## src/rtl/crono_timer_param_if.sv

```systemverilog
// Control/status bundle of the countdown chronometer: user requests in, count and alarm status out.
interface crono_timer_param_if #(parameter int CNT_W = 12);
  logic             prog_en;
  logic [CNT_W-1:0] prog_value;
  logic             start;
  logic             stop;
  logic             ring_ack;
  logic [CNT_W-1:0] remaining;
  logic             crono_activo;
  logic             ring;
  logic             done_pulse;
  logic [1:0]       state;

  modport master (
    output prog_en, prog_value, start, stop, ring_ack,
    input  remaining, crono_activo, ring, done_pulse, state
  );

  modport slave (
    input  prog_en, prog_value, start, stop, ring_ack,
    output remaining, crono_activo, ring, done_pulse, state
  );
endinterface

```

## src/rtl/crono_timer_param.sv

```systemverilog
// Countdown chronometer: programmable preset, prescaled countdown, pause/resume, bounded ring; `define CRONO_AUTORELOAD_EN for periodic reload.
// Latency: first decrement PRESCALE clk after start is sampled; no backpressure, inputs are sampled every clk.
module crono_timer_param #(
  parameter int CNT_W      = 12,
  parameter int PRESCALE   = 256,
  parameter int RING_TICKS = 4
) (
  input logic                clk,
  input logic                Reset,
  crono_timer_param_if.slave bus
);

  typedef enum logic [1:0] {
    PROG = 2'b00,
    IDLE = 2'b01,
    RUN  = 2'b10,
    DONE = 2'b11
  } state_t;

  localparam int PW = $clog2(PRESCALE);
  localparam int RW = $clog2(RING_TICKS + 1);
  localparam logic [PW-1:0]    PRESC_MAX = PW'(PRESCALE - 1);
  localparam logic [RW-1:0]    RING_MAX  = RW'(RING_TICKS - 1);
  localparam logic [CNT_W-1:0] ONE       = CNT_W'(1);

  state_t           state_q, state_d;
  logic [CNT_W-1:0] remaining_q, preset_q;
  logic [PW-1:0]    presc_q;
  logic [RW-1:0]    ring_cnt_q;
  logic             crono_q, ring_q, done_q;
  logic             crono_d, ring_d, done_d;
  logic             tick, live, expire;

  assign tick   = (state_q == RUN || state_q == DONE) && (presc_q == PRESC_MAX);
  assign live   = !bus.prog_en && !bus.stop;
  // A stop on the final tick wins, so expiry needs both programming and pause to be idle.
  assign expire = (state_q == RUN) && live && tick && (remaining_q == ONE);

  always_ff @(posedge clk or posedge Reset) begin
    if (Reset) state_q <= PROG;
    else       state_q <= state_d;
  end

  always_comb begin
    state_d = state_q;
    case (state_q)
      PROG: if (!bus.prog_en) state_d = IDLE;
      IDLE: begin
        if (bus.prog_en)                                         state_d = PROG;
        else if (!bus.stop && bus.start && remaining_q != '0)    state_d = RUN;
      end
      RUN: begin
        if (bus.prog_en)   state_d = PROG;
        else if (bus.stop) state_d = IDLE;
`ifndef CRONO_AUTORELOAD_EN
        else if (expire)   state_d = DONE;
`endif
      end
      DONE: begin
        if (bus.prog_en)                          state_d = PROG;
        else if (bus.ring_ack)                    state_d = IDLE;
        else if (tick && ring_cnt_q == RING_MAX)  state_d = IDLE;
      end
    endcase
  end

  always_comb begin
    crono_d = (state_d == RUN);
    done_d  = expire;
`ifdef CRONO_AUTORELOAD_EN
    // Ring window opens on each expiry and closes after RING_TICKS ticks, on ack, or on leaving RUN.
    ring_d  = (state_d == RUN) &&
              (expire || (ring_q && !bus.ring_ack && !(tick && ring_cnt_q == RING_MAX)));
`else
    ring_d  = (state_d == DONE);
`endif
  end

  always_ff @(posedge clk or posedge Reset) begin
    if (Reset) begin
      crono_q <= 1'b0;
      ring_q  <= 1'b0;
      done_q  <= 1'b0;
    end else begin
      crono_q <= crono_d;
      ring_q  <= ring_d;
      done_q  <= done_d;
    end
  end

  always_ff @(posedge clk or posedge Reset) begin
    if (Reset) begin
      remaining_q <= '0;
      preset_q    <= '0;
      presc_q     <= '0;
      ring_cnt_q  <= '0;
    end else begin
      if (state_d == RUN || state_d == DONE)
        presc_q <= (state_d != state_q || tick) ? '0 : presc_q + PW'(1);
      else
        presc_q <= '0;

      if (bus.prog_en) begin
        preset_q    <= bus.prog_value;
        remaining_q <= bus.prog_value;
      end else if (expire) begin
`ifdef CRONO_AUTORELOAD_EN
        remaining_q <= preset_q;
`else
        remaining_q <= '0;
`endif
      end else if (state_q == RUN && live && tick && remaining_q != '0) begin
        remaining_q <= remaining_q - ONE;
      end else if (state_q == DONE && state_d == IDLE) begin
        remaining_q <= preset_q;
      end

`ifdef CRONO_AUTORELOAD_EN
      if (expire)              ring_cnt_q <= '0;
      else if (ring_q && tick) ring_cnt_q <= ring_cnt_q + RW'(1);
`else
      if (state_d == DONE && state_q != DONE) ring_cnt_q <= '0;
      else if (state_q == DONE && tick)       ring_cnt_q <= ring_cnt_q + RW'(1);
`endif
    end
  end

  assign bus.remaining    = remaining_q;
  assign bus.crono_activo = crono_q;
  assign bus.ring         = ring_q;
  assign bus.done_pulse   = done_q;
  assign bus.state        = state_q;

endmodule

```

## src/flat_wrapper.sv

```systemverilog
// flat-port wrapper written by rule: the top's interface ports become plain ports
module crono_timer_param_flat 
#(
  parameter int CNT_W      = 12,
  parameter int PRESCALE   = 256,
  parameter int RING_TICKS = 4
)
  (clk, Reset, bus_prog_en, bus_prog_value, bus_start, bus_stop, bus_ring_ack, bus_remaining, bus_crono_activo, bus_ring, bus_done_pulse, bus_state);
  crono_timer_param_if #(.CNT_W(CNT_W)) bus_i ();
  input logic clk;
  input logic Reset;
  input wire logic [$bits(bus_i.prog_en)-1:0] bus_prog_en;
  input wire logic [$bits(bus_i.prog_value)-1:0] bus_prog_value;
  input wire logic [$bits(bus_i.start)-1:0] bus_start;
  input wire logic [$bits(bus_i.stop)-1:0] bus_stop;
  input wire logic [$bits(bus_i.ring_ack)-1:0] bus_ring_ack;
  output wire logic [$bits(bus_i.remaining)-1:0] bus_remaining;
  output wire logic [$bits(bus_i.crono_activo)-1:0] bus_crono_activo;
  output wire logic [$bits(bus_i.ring)-1:0] bus_ring;
  output wire logic [$bits(bus_i.done_pulse)-1:0] bus_done_pulse;
  output wire logic [$bits(bus_i.state)-1:0] bus_state;
  assign bus_i.prog_en = bus_prog_en;
  assign bus_i.prog_value = bus_prog_value;
  assign bus_i.start = bus_start;
  assign bus_i.stop = bus_stop;
  assign bus_i.ring_ack = bus_ring_ack;
  assign bus_remaining = bus_i.remaining;
  assign bus_crono_activo = bus_i.crono_activo;
  assign bus_ring = bus_i.ring;
  assign bus_done_pulse = bus_i.done_pulse;
  assign bus_state = bus_i.state;
  crono_timer_param #(.CNT_W(CNT_W), .PRESCALE(PRESCALE), .RING_TICKS(RING_TICKS)) u_core (.clk(clk), .Reset(Reset), .bus(bus_i));
endmodule
```

## config.mk

```make
export PLATFORM = sky130hd
export DESIGN_NAME = crono_timer_param_flat
export DESIGN_NICKNAME = d
export VERILOG_FILES = /design/src/rtl/crono_timer_param_if.sv /design/src/rtl/crono_timer_param.sv /design/src/flat_wrapper.sv
export SDC_FILE = /design/constraint.sdc
export NUM_CORES = 1
export LEC_CHECK = 0
export ABC_AREA = 1
export CORE_MARGIN = 5
export CORE_UTILIZATION = 54
export DETAILED_ROUTE_END_ITERATION = 8
export PLACE_DENSITY = 0.8
export SYNTH_ARGS = -nofsm -noshare
export SYNTH_HDL_FRONTEND = slang
export SYNTH_SLANG_ARGS = --single-unit
```

## constraint.sdc

```tcl
create_clock -name clk -period 2.3 [get_ports clk]
set_clock_uncertainty 0.15 [all_clocks]
set_input_delay 0.46 -clock clk [delete_from_list [all_inputs] [get_ports clk]]
set_output_delay 0.46 -clock clk [all_outputs]
set_load 0.01 [all_outputs]
```

After elaboration in Yosys (flattened, before gate mapping) --
Cells that the tools add are included.
Word-level totals: flip-flop bits (word level) 40, word-level logic and storage cells 61, output and inout port bits 17
Operators by class: muxes and demuxes 18, add/subtract/negate cells 3, equality and inequality tests 11, reduce and logical (&&, ||, !) cells 21
Operators by type and width (count):
- $mux W12 | 4
- $mux W2 | 9
- $mux W8 | 2
- $eq A12 B1 Y1 const B | 1
- $logic_and A1 B1 Y1 | 12
- $reduce_bool A12 Y1 | 1
- $sub A12 B1 Y12 const B | 1
- $add A8 B1 Y8 const B | 1
- $eq A2 B2 Y1 const B | 4
- $eq A8 B8 Y1 const B | 1
- $pmux W2 S4 | 1
- $mux W3 | 2
- $eq A2 B1 Y1 const B | 2
- $reduce_bool A4 Y1 | 1
- $add A3 B1 Y3 const B | 1
- $eq A3 B2 Y1 const B | 1
- $logic_or A1 B1 Y1 | 3
- $logic_not A1 Y1 | 2
- $logic_not A2 Y1 | 1
- $ne A2 B2 Y1 | 1
- $ne A2 B2 Y1 const B | 1
- $reduce_bool A2 Y1 | 1

Longest topological paths before layout --
depth after elaboration 15, depth in mapped cells 15, gate-level depth less buffers 14

Worst setup path after synthesis --
Ideal clock, no wire load.
path type input port to flip-flop, start point in bus_prog_en, end point reg u_core.remaining_q[7] (netlist: u_core.bus.remaining[7]), stages 12, setup slack 395 ps, data arrival time 1639 ps, buffers on the path 2, library setup time 117 ps, cells stage by stage buf_6 nor3_4 nand2_1 nor2_2 nand2_2 nand2_1 nand2_1 nand2_2 nand3_4 buf_6 nand3_1 nand2_1
Between the ends: word-level cells in the longest chain between the ends 12, elaborated cells on any way between the ends 19, those cells by class eq/ne: 1; mux: 10; reduce/logical: 8
RTL lines:
- start: declaration | line flat_wrapper.sv:12 | input wire logic [$bits(bus_i.prog_en)-1:0] bus_prog_en;
- $logic_not A1 Y1 | line crono_timer_param.sv:35 | assign live = !bus.prog_en && !bus.stop;
- $logic_and A1 B1 Y1 | line crono_timer_param.sv:35
- $logic_and A1 B1 Y1 (2 in series) | line crono_timer_param.sv:37, crono_timer_param.sv:112
- $logic_and A1 B1 Y1 | line crono_timer_param.sv:37 | assign expire = (state_q == RUN) && live && tick && (remaining_q == ONE);
- $mux W2 | line crono_timer_param.sv:56 | else if (expire) state_d = DONE;
- $mux W2 | line crono_timer_param.sv:54 | else if (bus.stop) state_d = IDLE;
- $mux W2 | line crono_timer_param.sv:53 | if (bus.prog_en) state_d = PROG;
- $pmux W2 S4 | line crono_timer_param.sv:46 | case (state_q)
- $eq A2 B1 Y1 | line crono_timer_param.sv:114 | end else if (state_q == DONE && state_d == IDLE) begin
- $logic_and A1 B1 Y1 | line crono_timer_param.sv:114
- $reduce_bool A4 Y1 (no source line)
- end signal: assignment | line crono_timer_param.sv:105 | remaining_q <= bus.prog_value;
- end signal: assignment | line crono_timer_param.sv:113 | remaining_q <= remaining_q - ONE;
- end signal: assignment | line crono_timer_param.sv:115 | remaining_q <= preset_q;
- end: declaration | line crono_timer_param.sv:27 | logic [CNT_W-1:0] remaining_q, preset_q;
Several ways; a longest one is shown, not always the timed one. A chain may end at the register's enable or synchronous reset.

Final worst setup path --
start point in bus_prog_en, end point reg u_core.remaining_q[3] (netlist: u_core.bus.remaining[3])
The elaborated chain is that of the path after synthesis.

==> results.sh <==
export IMPL_status="finished clean"
export IMPL_synth_most_common_cell="nand2_1"
export IMPL_post_synth_cell_area_avg_um2=7.71
export IMPL_cp_required_ns=2.38
export IMPL_synth_top_cells_by_area="dfrtp_1 44%, nand2_1 13%, inv_1 5.8%, o21ai_0 5.8%, nor2_1 5.2%"
export IMPL_critPathLaunchType="input pin"
export IMPL_seqCellArea_mm2=0.00100
export IMPL_finalCritPeriodShare=0.920
export IMPL_row_count=23
export IMPL_drt_wl_total_um=5180
export IMPL_async_flop_share=1.00
export IMPL_antenna_found_initial=0
export IMPL_vdd_drop_max_mv=0.474
export IMPL_rsz0062_at_grt="false"
export IMPL_ys_seq_area_frac=0.443
export IMPL_synth_xor_area_frac=0.0504
export IMPL_max_freq_mhz=473
export IMPL_worstPathMaxFanout=12
export IMPL_numCtsBuffers=5
export IMPL_hpwlAfterDp_um=3790
export IMPL_postLayoutCellArea_mm2=0.00285
export IMPL_yosysWarnings=0
export IMPL_cts_tree="built"
export IMPL_syn_nets=317
export IMPL_slew_headroom=0.665
export IMPL_cts_root_buf="clkbuf_8"
export IMPL_hold_viol_final=0
export IMPL_grt_max_degree=41
export IMPL_placed_cells=387
export IMPL_holdWs_ns=0.310
export IMPL_endpoint_kind="flop"
export IMPL_start_util=0.561
export IMPL_postRouteAntennaNets=0
export IMPL_clock_path_buffers=2
export IMPL_clkSlewWorstSetupHoldPaths_ns=0.07
export IMPL_arrival_ns=2.20
export IMPL_grt_pass1_wl_um=8910
export IMPL_yosys_area_top_type="dfrtp_1"
export IMPL_die_x_um=74.7
export IMPL_first_global_vias=2018
export IMPL_grt_overflow_total=0
export IMPL_fillers=342
export IMPL_path_class="in -> reg"
export IMPL_period_minus_slack_ns=2.12
export IMPL_synth_commonest_cells="77 x nand2_1, 40 x dfrtp_1, 35 x inv_1, 31 x nor2_1, 26 x o21ai_0"
export IMPL_max_cap_violations=0
export IMPL_ys_ff_latch=40
export IMPL_use_met2=0.350
export IMPL_portBuffers=34
export IMPL_vias_per_cell=5.09
export IMPL_synth_compound_area_frac=0.0914
export IMPL_io_pins=35
export IMPL_muxShareOfSynthArea=0
export IMPL_reg2reg_depth=13
export IMPL_nets=369
export IMPL_htree_levels=2
export IMPL_gp_congestion=0.847
export IMPL_post_dp_cell_area_mm2=0.00274
export IMPL_tightest_slew_ns=0.503
export IMPL_hold_path_depth=1
export IMPL_synth_top_family_by_area="simple AND/OR/NAND/NOR gates"
export IMPL_dr_total_vias=2017
export IMPL_die_h_um=74.7
export IMPL_grt_busiest_layer="met2"
export IMPL_drt_iter0_drc=187
export IMPL_holdCritPathClass="reg -> reg"
export IMPL_grt_total_usage=0.209
export IMPL_synth_edff_count=0
export IMPL_setup_viol=0
export IMPL_drive_gt1_frac=0.113
export IMPL_synth_fa_ha_area_frac=0.0332
export IMPL_placeableCoreArea_mm2=0.00403
export IMPL_insertion_delay_ns=0.30
export IMPL_post_drt_wl_per_cell_um=13.1
export IMPL_met3_usage=0.0427
export IMPL_dieArea_mm2=0.00558
export IMPL_finalNonFillerCells=396
export IMPL_cts_hold_buf=0
export IMPL_final_core_utilization=0.707
export IMPL_cts_sinks=40
export IMPL_leakagePower_uw=0.00141
export IMPL_drv_slew=0
export IMPL_ys_types=28
export IMPL_power_uw=1840
export IMPL_area_growth_synth_to_final_pct=26.2
export IMPL_drc=0
export IMPL_synthCells=293
export IMPL_ys_flop_type="dfrtp_1"
export IMPL_yosysTopAreaCellShare=0.443
export IMPL_dr_pass1_iters=4
export IMPL_n_antenna_cell=0
export IMPL_synthSimpleGateAreaFrac=0.296
export IMPL_power_density_mw_per_mm2=646
export IMPL_grt_use_met1=0.270
export IMPL_netlist_area_mm2=0.00226
export IMPL_multi_input_area_mm2=0.00108
path summary, 6_finish.rpt:
path / startpoint / end / slack (ns)
max: bus_prog_en / u_core.bus.remaining[3] / 0.18
max reg2reg: u_core.presc_q[0] / u_core.bus.remaining[3] / 0.20
min in group asynchronous: Reset / u_core.presc_q[1] / 0.44
max in group asynchronous: Reset / u_core.bus.state[1] / 1.20
min reg2reg: u_core.presc_q[0] / u_core.presc_q[0] / 0.31
min: u_core.presc_q[0] / u_core.presc_q[0] / 0.31
critical path, cell delays in order:
cell and delay (ns):
clkdlybuf4s50_1 0.47, nor3_4 0.21, nand2_1 0.11, nor2_2 0.14, nand2_2 0.09, nand2_1 0.07, nand2_1 0.08, nand2_2 0.14
nand3_4 0.16, nand2_8 0.14, nand2_1 0.07, nand2_1 0.06
sequential cells by signal, summed over array words and instances (netlist names):
signal	cells
u_core.bus.ring	1
u_core.bus.crono_activo	1
u_core.bus.done_pulse	1
u_core.presc_q	8
u_core.bus.remaining	12
u_core.bus.state	2
u_core.preset_q	12
u_core.ring_cnt_q	3
power breakdown:
part	internal, uW	switching (uW)	total (uW)
clock	244	246	490
sequential	766	73.1	839
combinational	237	274	511
what timing repair did:
item	in CTS	in global routing
setup endpoints to repair	0	12
buffers inserted	0	0
resized for setup	0	1
final cells by class:
type | count | share of cell area
Clock buffer | 7 | 0.0303
Inverter | 38 | 0.0500
Timing Repair Buffer | 51 | 0.164
Tap cell | 50 | 0.0219
Sequential cell | 40 | 0.351
Clock inverter | 1 | 0.00263
Multi-Input combinational cell | 209 | 0.380
logic make-up after synthesis:
kind of cell    count (synthesis)
simple gates                  149
buf+inv                        45
compound gates                 40
flops                          40
xor+xnor                       13
fa+ha+maj                       6
cells in the final DEF, fill, tap and decap left out, types with 3 or more instances in the layout:
master and n:
nand2_1 77, dfrtp_1 40, inv_1 35, clkdlybuf4s50_1 34, nor2_1 31, o21ai_0 26, nand3_1 21, buf_4 17
xor2_1 11, a21oi_1 8, ha_1 6, clkbuf_8 6, nand2_2 4, nor3_1 4, o21ai_1 4, inv_2 3
nand4_1 3
routing by layer:
layer / up-vias / wire length (um)
met5: - / 0
met4: 0 / 58
met3: 7 / 233
met2: 43 / 2620
met1: 931 / 2260
li1: 1036 / -
stage by stage:
stage | TNS [ns] | worst slack [ns]
final | 0 | 0.184
after global routing | 0 | 0.00594
after CTS | 0 | 0.109
after detailed placement | -1.80 | -0.160
after global placement | -1.01 | -0.0861
after floorplan | 0 | 0.395
(Power assumes the default switching activity.)
